[src/rtl/countdown_pkg.sv]
// Shared constants for the countdown timer: FSM state encoding and
// default parameter values used by the top and its prescaler.
package countdown_pkg;

  // FSM state encoding
  localparam logic [1:0] ST_IDLE    = 2'd0;
  localparam logic [1:0] ST_RUN     = 2'd1;
  localparam logic [1:0] ST_EXPIRED = 2'd2;

  // Parameter defaults
  localparam int PRESCALE_W_DEFAULT = 26;
  localparam int CNT_W_DEFAULT      = 4;

endpackage

[src/rtl/countdown_timer_prescaler.sv]
// Free-running prescaler for the countdown timer. Counts enabled clocks
// modulo 2**WIDTH and flags the edge on which it wraps back to zero.
module clk_prescaler
  import countdown_pkg::*;
#(
  parameter int WIDTH = PRESCALE_W_DEFAULT
) (
  input  logic clock,
  input  logic reset,
  input  logic clear,
  input  logic enable,
  output logic wrap
);

  logic [WIDTH-1:0] count_reg;

  // The wrap strobe marks the edge on which the all-ones value rolls over,
  // i.e. the edge on which the owner should take a step.
  assign wrap = enable && (count_reg == {WIDTH{1'b1}});

  // Modular count of enabled clocks; clear restarts the period from zero.
  always_ff @(posedge clock) begin
    if (reset || clear) begin
      count_reg <= '0;
    end else if (enable) begin
      count_reg <= count_reg + 1'b1;
    end
  end

endmodule

[src/rtl/countdown_timer.sv]
// Loadable down-counter with prescaler, one-cycle step/terminal pulses,
// held done flag and optional auto-reload for periodic operation.
module countdown_timer
  import countdown_pkg::*;
#(
  parameter int PRESCALE_W = PRESCALE_W_DEFAULT,
  parameter int CNT_W      = CNT_W_DEFAULT
) (
  input  logic             clock,
  input  logic             reset,
  input  logic             enable,
  input  logic             load,
  input  logic [CNT_W-1:0] load_value,
  input  logic             auto_reload,
  output logic [CNT_W-1:0] counter_out,
  output logic             step,
  output logic             terminal,
  output logic             done,
  output logic             busy
);

  localparam logic [CNT_W-1:0] CNT_ONE = CNT_W'(1);

  logic [1:0]       state_reg,  state_next;
  logic [CNT_W-1:0] count_reg,  count_next;
  logic [CNT_W-1:0] reload_reg, reload_next;
  logic             step_reg,   step_next;
  logic             term_reg,   term_next;
  logic             done_reg;
  logic             busy_reg;
  logic             presc_en;
  logic             presc_wrap;

  // The prescaler only advances while actually running; a load restarts
  // the period so the first step lands a full period after the load.
  assign presc_en = (state_reg == ST_RUN) && enable && !load;

  clk_prescaler #(
    .WIDTH (PRESCALE_W)
  ) u_prescaler (
    .clock  (clock),
    .reset  (reset),
    .clear  (load),
    .enable (presc_en),
    .wrap   (presc_wrap)
  );

  // Next-state logic: load beats stepping; stepping only on a prescaler wrap.
  always_comb begin
    state_next  = state_reg;
    count_next  = count_reg;
    reload_next = reload_reg;
    step_next   = 1'b0;
    term_next   = 1'b0;
    if (load) begin
      count_next  = load_value;
      reload_next = load_value;
      state_next  = (load_value != '0) ? ST_RUN : ST_IDLE;
    end else begin
      case (state_reg)
        ST_RUN: begin
          if (presc_wrap) begin
            step_next = 1'b1;
            if (count_reg == CNT_ONE) begin
              term_next = 1'b1;
              if (auto_reload) begin
                count_next = reload_reg;
              end else begin
                count_next = '0;
                state_next = ST_EXPIRED;
              end
            end else if (count_reg != '0) begin
              count_next = count_reg - CNT_ONE;
            end
          end
        end
        ST_IDLE, ST_EXPIRED: begin
          // Held until load or reset.
        end
        default: begin
          state_next = ST_IDLE;
        end
      endcase
    end
  end

  // State and output registers; done/busy are registered from the next state
  // so they change on the same edge as the state itself.
  always_ff @(posedge clock) begin
    if (reset) begin
      state_reg  <= ST_IDLE;
      count_reg  <= '0;
      reload_reg <= '0;
      step_reg   <= 1'b0;
      term_reg   <= 1'b0;
      done_reg   <= 1'b0;
      busy_reg   <= 1'b0;
    end else begin
      state_reg  <= state_next;
      count_reg  <= count_next;
      reload_reg <= reload_next;
      step_reg   <= step_next;
      term_reg   <= term_next;
      done_reg   <= (state_next == ST_EXPIRED);
      busy_reg   <= (state_next == ST_RUN);
    end
  end

  assign counter_out = count_reg;
  assign step        = step_reg;
  assign terminal    = term_reg;
  assign done        = done_reg;
  assign busy        = busy_reg;

endmodule

[config.mk]
export PLATFORM = sky130hd
export DESIGN_NAME = countdown_timer
export DESIGN_NICKNAME = d
export VERILOG_FILES = /design/src/rtl/countdown_pkg.sv /design/src/rtl/countdown_timer_prescaler.sv /design/src/rtl/countdown_timer.sv
export SDC_FILE = /design/constraint.sdc
export NUM_CORES = 1
export LEC_CHECK = 0
export BUFFER_PORTS_ARGS = -buffer_cell sky130_fd_sc_hd__buf_2
export CAP_MARGIN = 20
export CORE_ASPECT_RATIO = 0.8
export CORE_MARGIN = 4
export CORE_UTILIZATION = 45
export CTS_CLUSTER_DIAMETER = 100
export DETAILED_ROUTE_END_ITERATION = 7
export PLACE_DENSITY = 0.73
export SLEW_MARGIN = 15
export SYNTH_ARGS = -nofsm -noshare
export SYNTH_HDL_FRONTEND = slang
export SYNTH_SLANG_ARGS = --single-unit
[constraint.sdc]
create_clock -name clock -period 2.56 [get_ports clock]
set_input_delay 0.384 -clock clock [delete_from_list [all_inputs] [get_ports clock]]
set_output_delay 0.384 -clock clock [all_outputs]
set_load 0.01 [all_outputs]
==> flow_summary.ini <==
[floorplanning]
io_pins = 17
core.rowCount = 21
dieArea_um2 = 5710
die_w_um = 83.5
core_area_um2 = 4280
start_util_pct = 47.9
die_y_um = 68.4

[route]
post_drt_wl_per_cell_um = 13.4
drcViolationCount = 0
drtIter0Drc = 84
wl_um = 4160
vias = 1751
routed_via_density = 5.65
first_pass_iters = 4
ant_nets = 0

[logic_synthesis]
synth_xor_area_share_pct = 4.27
ys_top_cells_by_area = dfxtp_1, a21oi_1, mux2i_1
synth_top_cells_by_count = dfxtp_1, a21oi_1, nand2_1, nor2_1
synth-compound-area-share_pct = 12.3
synth_top_area_share_pct = 39.0
synth-simple-area-share_pct = 31.7
synth_area_per_cell_um2 = 8.77
async_flop_share_pct = 0
yosysMostFrequentCell = dfxtp_1
synth-main-ff-cell = dfxtp_1
synthAdderAreaFrac_pct = 2.44
ys_seq_area_share_pct = 39.0
synth_edf_count = 0
synth_area_um2 = 2050
synth_top_family_by_area = simple AND/OR/NAND/NOR gates
ys.warnings.count = 0
muxShareOfSynthArea_pct = 4.94
synth_top_area_cell = dfxtp_1
synth_nets = 247
synth.distinct_cells = 46
syn_inst = 234
ys_ff_latch = 40

[grt]
grt_pass1_wl_um = 7320
grt_usage_pct = 16.2
antenna_found_initial = 0
grt_pass1_vias = 1521
grt_overflow_total = 0
grt_start_max_net_pins = 29

[placed_design]
place.gp.congestion = 0.810
dp_hpwl_um = 3000
io_buffers = 16

[critical_path]
worstPathArrival_ns = 2.42
crit_buf_inv = 1
cp.required_ns = 2.75
slowest_stage = or4b_2
cpLargestDelayFamily = simple AND/OR/NAND/NOR gates
slowest_delay_ns = 0.66
crit_type = reg2reg
cp-end-kind = flip-flop
startpoint_type = flip-flop
crit_fanout = 4
path_cells = inv_1, ha_1, or4b_2, a31oi_1, mux2_2

[final_layout]
antenna_cells = 0
drive_gt1_share_pct = 17.0
largest_register_ffs = 26
area_growth_pct = 10.8
final_util_pct = 53.1
nets = 265

[min_path]
hold_class = in2reg

[job]
cap_violations = 0

[timing]
setup_violations = 0
min_period_over_period_pct = 86.7
fmax_ghz = 0.450
maxSlewHeadroom_pct = 62.2
hold_viol = 0
fin_worst_skew_ns = 0.00832
holdWs_ns = 0.349
slew_viol_final = 0
tns_ns = 0
rsz0062_at_grt = false
worstMarginPinSlew_ns = 0.566
period_minus_slack_ns = 2.22

[outcome]
status = completed

[power]
p_leak_nw = 0.768
p_total_w = 0.00126
ir_worst_vdd_uv = 312
p_per_area_nw_per_um2 = 556

[clocking]
cts_max_level = 2
clock_path_buffers = 2
clk_pin_slew_worst_paths_ns = 0.08
hold_buffers = 0
cts_tree = done
clk_latency_ns = 0.30
cts.sinks = 40
postCtsSetupBuffers = 0
ctsRootBufferMaster = clkbuf_8
cts_inserted_buffers = 5
post_cts_resized = 0
-- power by group --
group | switching, W | internal, W
Clock | 0.000231 | 0.000289
Combinational | 0.0000564 | 0.0000432
Sequential | 0.0000114 | 0.000633
-- area by class of cell --
cell class	instances	area, um^2
Timing Repair Buffer	20	110
Fill cell	409	2010
Clock inverter	3	42.5
Clock buffer	5	68.8
Sequential cell	40	801
Inverter	10	37.5
Multi-Input combinational cell	175	1140
Tap cell	57	71.3
-- final timing paths --
| kind | start | endpoint | slack (ns) | cells after the start |
|---|---|---|---|---|
| min reg2reg | u_prescaler.count_reg[11]$_SDFFE_PP0P_ | u_prescaler.count_reg[11]$_SDFFE_PP0P_ | 0.48 | 2 |
| max reg2reg | counter_out[1]$_SDFFE_PP0P_ | counter_out[3]$_SDFFE_PP0P_ | 0.34 | 5 |
| max | counter_out[1]$_SDFFE_PP0P_ | counter_out[3]$_SDFFE_PP0P_ | 0.34 | 5 |
| min | load_value[0] | reload_reg[0]$_SDFFE_PP0P_ | 0.35 | 3 |
-- cells by family after synthesis --
| kind of cell | count (synthesis) |
|---|---|
| AOI/OAI and AO/OA | 41 |
| xor gates and xnor gates | 10 |
| adders and majority gates | 4 |
| buffers and inverters | 19 |
| DFF | 40 |
| muxes | 10 |
| and+or+nand+nor | 110 |
-- per-stage QoR --
stage | worst slack, ns | cell area [um^2] | instances
after floorplan | 0.428 | 2050 | 234
after global placement | 0.418 | 2160 | 302
after detailed placement | 0.359 | 2160 | 302
after CTS | 0.341 | 2270 | 310
after global routing | 0.255 | 2270 | 310
final | 0.339 | 2270 | 310
-- cells in the final DEF (no fill, tap or decap), types with 3 or more instances in the layout --
| master | n |
|---|---|
| dfxtp_1 | 40 |
| and3_1 | 4 |
| a21oi_1 | 19 |
| ha_1 | 4 |
| nand2b_1 | 3 |
| nand2_1 | 19 |
| xnor2_1 | 7 |
| or2_2 | 4 |
| nand3_1 | 10 |
| or3_1 | 5 |
| nor4_1 | 9 |
| or4_1 | 9 |
| nand4_1 | 6 |
| clkbuf_8 | 5 |
| mux2i_1 | 9 |
| inv_1 | 10 |
| buf_2 | 16 |
| buf_4 | 4 |
| o21ai_0 | 4 |
| o31ai_1 | 10 |
| xor2_1 | 3 |
| nor2_1 | 19 |
| nor3_1 | 5 |
-- layer usage --
metal	up-vias	part of all wire, %	track usage (%)
met2	30	40	22.4
met1	813	55	23.3
met3	9	3.7	4.21
met5	-	0	0
li1	899	-	-
met4	0	2.0	7.23
-- tightest hold or removal path: cells and delay by family --
kind                   cells  cell delay (ns)
buffers and inverters      1             0.10
AND/OR/NAND/NOR            1             0.07
multiplexers               1             0.06
(Power assumes the default switching activity.)
